<file path="src/rtl/cfg_slave_regs_if.sv">
// Configuration register bus between the command-socket master and one slot.
// valid/ready: an enable (cfg_mread_en / cfg_mwrite_en) is held with addr/data stable until cfg_sack rises; the master then drops it and cfg_sack falls.
`timescale 1ns/1ps
interface cfg_slave_regs_if;
  logic        cfg_mread_en;
  logic        cfg_mwrite_en;
  logic [7:0]  cfg_addr;
  logic [31:0] cfg_data_mwrite;
  logic        cfg_sack;
  logic [31:0] cfg_data_mread;

  modport master (
    output cfg_mread_en, cfg_mwrite_en, cfg_addr, cfg_data_mwrite,
    input  cfg_sack, cfg_data_mread
  );

  modport slave (
    input  cfg_mread_en, cfg_mwrite_en, cfg_addr, cfg_data_mwrite,
    output cfg_sack, cfg_data_mread
  );
endinterface

</file>
<file path="src/rtl/cfg_slave_regs.sv">
// Responder end of the configuration bus: synchronises the enables, accesses a local
// register bank and answers with a four-phase sack handshake. Address 0 holds sticky errors.
`timescale 1ns/1ps
module cfg_slave_regs #(
  parameter int                      NUM_REGS     = 16,
  parameter logic [NUM_REGS-1:0]     RO_MASK      = '0,
  parameter logic [NUM_REGS*32-1:0]  RESET_VALUES = '0,
  parameter int                      SYNC_STAGES  = 2
) (
  input  logic                     clock,
  input  logic                     n_reset,
  cfg_slave_regs_if.slave          cfg,
  input  logic [NUM_REGS*32-1:0]   reg_status_in,
  output logic [NUM_REGS*32-1:0]   reg_out,
  output logic [NUM_REGS-1:0]      reg_write_strobe,
  output logic                     module_error,
  output logic [1:0]               state_dbg
);

  typedef enum logic [1:0] {IDLE, ACCESS, ACK, RELEASE} state_e;
  typedef enum logic [2:0] {K_CONFLICT, K_BADADDR, K_RO_WR, K_ERR_WR, K_ERR_RD, K_WRITE, K_READ} kind_e;

  localparam logic [8:0] NREGS9 = 9'(NUM_REGS);

  state_e                 state_q, state_d;
  kind_e                  kind_q, kind_d, kind_c;
  logic [7:0]             addr_q, addr_d;
  logic                   sack_q, sack_d;
  logic [31:0]            data_q, data_d;
  logic [NUM_REGS-1:0]    strobe_q, strobe_d;
  logic [2:0]             err_q, err_d, err_set, err_clr;
  logic                   module_error_q, module_error_d;
  logic [31:0]            regs_q [NUM_REGS];
  logic [31:0]            regs_d [NUM_REGS];
  logic [SYNC_STAGES-1:0] rd_sync_q, rd_sync_d, wr_sync_q, wr_sync_d;
  logic                   rd_s, wr_s, addr_ok, ro_hit;
  logic [31:0]            sel_val;

  assign rd_sync_d = {rd_sync_q[SYNC_STAGES-2:0], cfg.cfg_mread_en};
  assign wr_sync_d = {wr_sync_q[SYNC_STAGES-2:0], cfg.cfg_mwrite_en};
  assign rd_s      = rd_sync_q[SYNC_STAGES-1];
  assign wr_s      = wr_sync_q[SYNC_STAGES-1];
  assign addr_ok   = {1'b0, cfg.cfg_addr} < NREGS9;

  always_comb begin
    ro_hit = 1'b0;
    for (int i = 1; i < NUM_REGS; i++) begin
      if (cfg.cfg_addr == 8'(i)) ro_hit = RO_MASK[i];
    end
  end

  // First matching rule wins; the order here is the error precedence.
  always_comb begin
    if (rd_s && wr_s)                 kind_c = K_CONFLICT;
    else if (!addr_ok)                kind_c = K_BADADDR;
    else if (wr_s && ro_hit)          kind_c = K_RO_WR;
    else if (wr_s && cfg.cfg_addr == 8'd0) kind_c = K_ERR_WR;
    else if (cfg.cfg_addr == 8'd0)    kind_c = K_ERR_RD;
    else if (wr_s)                    kind_c = K_WRITE;
    else                              kind_c = K_READ;
  end

  // Value of the latched register; RO slots sample the live status at this edge.
  always_comb begin
    sel_val = '0;
    for (int i = 1; i < NUM_REGS; i++) begin
      if (addr_q == 8'(i)) sel_val = RO_MASK[i] ? reg_status_in[32*i +: 32] : regs_q[i];
    end
  end

  always_comb begin
    state_d  = state_q;
    kind_d   = kind_q;
    addr_d   = addr_q;
    sack_d   = sack_q;
    data_d   = data_q;
    strobe_d = '0;
    err_set  = '0;
    err_clr  = '0;
    regs_d   = regs_q;
    case (state_q)
      IDLE: begin
        if (rd_s || wr_s) begin
          state_d = ACCESS;
          kind_d  = kind_c;
          addr_d  = cfg.cfg_addr;
          case (kind_c)
            K_CONFLICT: err_set[1] = 1'b1;
            K_BADADDR:  err_set[0] = 1'b1;
            K_RO_WR:    err_set[2] = 1'b1;
            K_ERR_WR:   err_clr    = cfg.cfg_data_mwrite[2:0];
            K_WRITE: begin
              for (int i = 1; i < NUM_REGS; i++) begin
                if (cfg.cfg_addr == 8'(i)) begin
                  regs_d[i]   = cfg.cfg_data_mwrite;
                  strobe_d[i] = 1'b1;
                end
              end
            end
            default: ;
          endcase
        end
      end
      ACCESS: begin
        state_d = ACK;
        case (kind_q)
          K_CONFLICT:         data_d = '0;
          K_BADADDR:          data_d = '1;
          K_ERR_WR, K_ERR_RD: data_d = {29'd0, err_q};
          default:            data_d = sel_val;
        endcase
      end
      ACK: begin
        state_d = RELEASE;
        sack_d  = 1'b1;
      end
      RELEASE: begin
        if (!rd_s && !wr_s) begin
          state_d = IDLE;
          sack_d  = 1'b0;
        end
      end
      default: state_d = IDLE;
    endcase
    // A bit set in the same cycle as its clear stays set.
    err_d          = (err_q & ~err_clr) | err_set;
    module_error_d = |err_d;
  end

  always_ff @(posedge clock or negedge n_reset) begin
    if (!n_reset) begin
      state_q        <= IDLE;
      kind_q         <= K_READ;
      addr_q         <= '0;
      sack_q         <= 1'b0;
      data_q         <= '0;
      strobe_q       <= '0;
      err_q          <= '0;
      module_error_q <= 1'b0;
      rd_sync_q      <= '0;
      wr_sync_q      <= '0;
      for (int i = 0; i < NUM_REGS; i++) regs_q[i] <= RESET_VALUES[32*i +: 32];
    end else begin
      state_q        <= state_d;
      kind_q         <= kind_d;
      addr_q         <= addr_d;
      sack_q         <= sack_d;
      data_q         <= data_d;
      strobe_q       <= strobe_d;
      err_q          <= err_d;
      module_error_q <= module_error_d;
      rd_sync_q      <= rd_sync_d;
      wr_sync_q      <= wr_sync_d;
      regs_q         <= regs_d;
    end
  end

  always_comb begin
    reg_out = '0;
    for (int i = 1; i < NUM_REGS; i++) begin
      if (!RO_MASK[i]) reg_out[32*i +: 32] = regs_q[i];
    end
  end

  assign cfg.cfg_sack       = sack_q;
  assign cfg.cfg_data_mread = data_q;
  assign reg_write_strobe   = strobe_q;
  assign module_error       = module_error_q;
  assign state_dbg          = state_q;

endmodule

</file>
<file path="src/flat_wrapper.sv">
// flat-port wrapper written by rule: the top's interface ports become plain ports
module cfg_slave_regs_flat 
#(
  parameter int                      NUM_REGS     = 16,
  parameter logic [NUM_REGS-1:0]     RO_MASK      = '0,
  parameter logic [NUM_REGS*32-1:0]  RESET_VALUES = '0,
  parameter int                      SYNC_STAGES  = 2
)
  (clock, n_reset, reg_status_in, reg_out, reg_write_strobe, module_error, state_dbg, cfg_cfg_mread_en, cfg_cfg_mwrite_en, cfg_cfg_addr, cfg_cfg_data_mwrite, cfg_cfg_sack, cfg_cfg_data_mread);
  cfg_slave_regs_if cfg_i ();
  input  logic clock;
  input  logic n_reset;
  input  logic [NUM_REGS*32-1:0] reg_status_in;
  output logic [NUM_REGS*32-1:0] reg_out;
  output logic [NUM_REGS-1:0] reg_write_strobe;
  output logic module_error;
  output logic [1:0] state_dbg;
  input wire logic [$bits(cfg_i.cfg_mread_en)-1:0] cfg_cfg_mread_en;
  input wire logic [$bits(cfg_i.cfg_mwrite_en)-1:0] cfg_cfg_mwrite_en;
  input wire logic [$bits(cfg_i.cfg_addr)-1:0] cfg_cfg_addr;
  input wire logic [$bits(cfg_i.cfg_data_mwrite)-1:0] cfg_cfg_data_mwrite;
  output wire logic [$bits(cfg_i.cfg_sack)-1:0] cfg_cfg_sack;
  output wire logic [$bits(cfg_i.cfg_data_mread)-1:0] cfg_cfg_data_mread;
  assign cfg_i.cfg_mread_en = cfg_cfg_mread_en;
  assign cfg_i.cfg_mwrite_en = cfg_cfg_mwrite_en;
  assign cfg_i.cfg_addr = cfg_cfg_addr;
  assign cfg_i.cfg_data_mwrite = cfg_cfg_data_mwrite;
  assign cfg_cfg_sack = cfg_i.cfg_sack;
  assign cfg_cfg_data_mread = cfg_i.cfg_data_mread;
  cfg_slave_regs #(.NUM_REGS(NUM_REGS), .RO_MASK(RO_MASK), .RESET_VALUES(RESET_VALUES), .SYNC_STAGES(SYNC_STAGES)) u_core (.clock(clock), .n_reset(n_reset), .cfg(cfg_i), .reg_status_in(reg_status_in), .reg_out(reg_out), .reg_write_strobe(reg_write_strobe), .module_error(module_error), .state_dbg(state_dbg));
endmodule
</file>
<file path="config.mk">
export PLATFORM = sky130hd
export DESIGN_NAME = cfg_slave_regs_flat
export DESIGN_NICKNAME = d
export VERILOG_FILES = /design/src/rtl/cfg_slave_regs_if.sv /design/src/rtl/cfg_slave_regs.sv /design/src/flat_wrapper.sv
export SDC_FILE = /design/constraint.sdc
export NUM_CORES = 1
export LEC_CHECK = 0
export BUFFER_PORTS_ARGS = -buffer_cell sky130_fd_sc_hd__buf_2
export CORE_AREA = 2 2 441 443
export CTS_CLUSTER_SIZE = 30
export DETAILED_ROUTE_END_ITERATION = 10
export DIE_AREA = 0 0 443 445
export PLACE_DENSITY_LB_ADDON = 0.15
export SLEW_MARGIN = 40
export SYNTH_ARGS = -nofsm -noshare
export SYNTH_HDL_FRONTEND = slang
export SYNTH_SLANG_ARGS = --single-unit
</file>
<file path="constraint.sdc">
create_clock -name clock -period 4.35 [get_ports clock]
set_input_delay 0.87 -clock clock [delete_from_list [all_inputs] [get_ports clock]]
set_output_delay 0.87 -clock clock [all_outputs]
set_load 0.03 [all_outputs]
</file>
==> flow_summary.yaml <==
clock_network:
  clk_latency_ps: 690
  clk_pin_slew_ps: 60
  cts_root_buf: "clkbuf_16"
  holdBufCountCts: 0
  post-cts-setup-buffer-count: 0
  htree_levels: 3
  cts_buffer_depth: 3
  post_cts_resize_count: 0
  cts_buffers: 79
  clock-sinks: 549
  cts_tree: "done"
timing:
  finalCritPeriodShare: 0.717
  finalSetupTns_ps: 0
  finalCriticalPeriod_ps: 3120
  drv_slew: 0
  max_freq_mhz: 321
  hold_viol: 0
  slew_headroom: 0.442
  fin_skew_ps: 28.3
  finalSetupViolCount: 0
  worst_pin_slew_ps: 832
  rsz0062_at_grt: "no"
layout:
  final-instance-count-excl-fill: 5155
  num-fill-cells: 21100
  area_growth_pct: 34.7
  layout_common_cells: "buf_2, dfrtp_1, mux2_2"
  layout.nets: 3127
  layout_commonest_cell: "buf_2"
  drive_gt1_frac: 0.523
outcome:
  status: "complete, no violations"
critical_path:
  cp_data_required_time_ps: 4920
  reg2reg_slack_ps: 1230
  slowest_delay_ps: 780
  slowest_stage: "dfrtp_4"
  crit_path_max_fanout: 26
  worstPathCellList: "and2_1 -> nand3_2 -> buf_4 -> o21ai_0 -> a221oi_1 -> o31a_1"
  cp-end-kind: "flip-flop"
  crit_start: "u_core.addr_q[0]"
  path_buf_inv: 1
  crit_family: "simple AND/OR/NAND/NOR gates"
  startpoint_type: "flip-flop"
  arrival_ps: 3690
  critical_path_class: "flip-flop to flip-flop"
  timing.rr.start: "u_core.addr_q[0]"
logic_synthesis:
  synthFlopType: "dfrtp_1"
  async_flop_share: 1.00
  yosysWarnings: 0
  ys_seq_area_frac: 0.530
  synth_area_sq_mm: 0.0259
  postSynthCellCount: 1984
  synth.avg_cell_area_sq_um: 13.1
  synth_edf_count: 0
  synth_cell_types: 77
  synth-seq-cells: 549
grt:
  grt.overflow.total: 0
  antenna_found_initial: 19
  grt.total_usage: 0.158
  grt_max_degree: 72
  grt_pass1_wl_mm: 209
  grt_pass1_vias: 20600
place:
  portBuffers: 574
  placed_cells: 5011
  place.gp.congestion: 0.766
  dp_hpwl_mm: 111
power:
  vdd_drop_max_mv: 0.284
  powerDensity_mw_per_mm2: 518
  p_leak_uw: 0.0174
route:
  drtIter0Drc: 1291
  dr.pass1.iters: 5
  vias: 20000
  wl_mm: 160
  antenna_left: 0
  route.detailed.drc: 0
  wl_per_cell_um: 31.0
  viasPerCell: 3.88
die:
  rows: 161
  die_h_um: 445
  die_w_um: 443
  boundaryPins: 1120
  die_area_sq_mm: 0.197
  core_sq_mm: 0.192
  start_util: 0.135
hold_path:
  hold_path_class: "primary input to asynchronous set/reset pin"
run:
  maxCapViolCount: 0
[cells in the mapped netlist, types with 4 or more instances]
master / number / share of area
o21ai_0: 63 / 0.012
buf_4: 47 / 0.014
mux2i_1: 40 / 0.015
mux2_1: 29 / 0.013
mux2_4: 87 / 0.050
dfrtp_1: 547 / 0.53
o221ai_1: 10 / 0.0034
a22oi_1: 5 / 0.0014
nor2_1: 63 / 0.0091
mux2_2: 431 / 0.19
nand3_1: 17 / 0.0033
a22o_1: 9 / 0.0030
a32oi_1: 11 / 0.0037
and2_1: 6 / 0.0014
nor2_2: 9 / 0.0022
nor2b_1: 13 / 0.0031
buf_2: 56 / 0.011
or3_1: 11 / 0.0027
nand2b_1: 13 / 0.0031
mux4_2: 10 / 0.0087
a31oi_1: 21 / 0.0051
o31ai_1: 4 / 0.0012
a21oi_1: 68 / 0.013
or4_1: 4 / 0.0012
o2bb2ai_1: 9 / 0.0030
buf_1: 13 / 0.0019
a221o_1: 11 / 0.0042
clkbuf_1: 82 / 0.012
inv_1: 13 / 0.0019
a211o_1: 4 / 0.0014
o311ai_0: 8 / 0.0027
a211oi_1: 7 / 0.0020
o22ai_1: 30 / 0.0072
nor3_1: 18 / 0.0035
ha_1: 5 / 0.0024
buf_6: 10 / 0.0043
a221oi_1: 58 / 0.020
o21a_1: 10 / 0.0029
nand2_1: 63 / 0.0091
[layout make-up]
cell class / count / area [sq um] / share of cell area
sequential: 549 / 13800 / 0.394
multi-input combinational: 1244 / 11300 / 0.324
inverter: 15 / 56.3 / 0.00161
timing repair buffer: 677 / 4060 / 0.116
clock inverter: 15 / 243 / 0.00695
antenna: 4 / 10.0 / 0.000287
tap: 2526 / 3160 / 0.0905
clock buffer: 125 / 2320 / 0.0664
[stage by stage]
stage	power, uW	utilization	instance area (sq um)	setup WS (ps)	hold slack, ps
floorplan	8540	-	26000	1230	331
global placement	11700	0.168	32300	465	336
detailed placement	11700	0.169	32300	471	336
CTS	18600	0.182	34900	1120	15.0
global route	19000	0.182	34900	1030	56.8
finish	18100	0.182	34900	1230	89.1
[per-layer routing]
metal | vias to the layer above | global-route usage | wire [um]
li1 | 8485 | - | -
met1 | 10800 | 0.193 | 66400
met2 | 560 | 0.282 | 82200
met3 | 155 | 0.0224 | 5830
met4 | 4 | 0.0544 | 5110
met5 | - | 0 | 21
[flip-flops by register name, indices dropped and copies added, names as in the netlist]
register                   flops
u_core.reg_out               480
u_core.state_dbg               2
u_core.kind_q                  3
u_core.cfg.cfg_sack            1
u_core.cfg.cfg_data_mread     32
u_core.reg_write_strobe       15
u_core.rd_sync_q               2
u_core.wr_sync_q               2
u_core.module_error            1
u_core.addr_q                  8
u_core.err_q                   3
[final timing paths]
check,end,cells after the start
max reg2reg,u_core.cfg.cfg_data_mread[12],6
max,u_core.cfg.cfg_data_mread[12],6
max in group asynchronous,u_core.reg_out[161],3
min reg2reg,u_core.rd_sync_q[1],0
min,u_core.reg_out[314],1
min in group clock,u_core.wr_sync_q[0],1
[logic make-up after synthesis]
group / count (synthesis) / share of synthesized area
buffers and inverters: 223 / 0.0447
DFF: 549 / 0.530
muxes: 597 / 0.274
AOI/OAI and AO/OA: 360 / 0.0974
and+or+nand+nor: 248 / 0.0506
other: 1 / 0.000145
xor gates and xnor gates: 1 / 0.000338
adders and majority gates: 5 / 0.00241
[worst reg2reg max path, cell delays in order (launching register included)]
cell      delay (ps)
dfrtp_4          780
and2_1           480
nand3_2          720
buf_4            530
o21ai_0          240
a221oi_1         120
o31a_1           150
[where the power goes]
| group | total [uW] | switching, uW | internal (uW) |
|---|---|---|---|
| clock | 6650 | 2710 | 3940 |
| sequential | 5830 | 450 | 5380 |
| combinational | 5590 | 4030 | 1560 |
No activity file was read; power rests on OpenSTA's default activity.
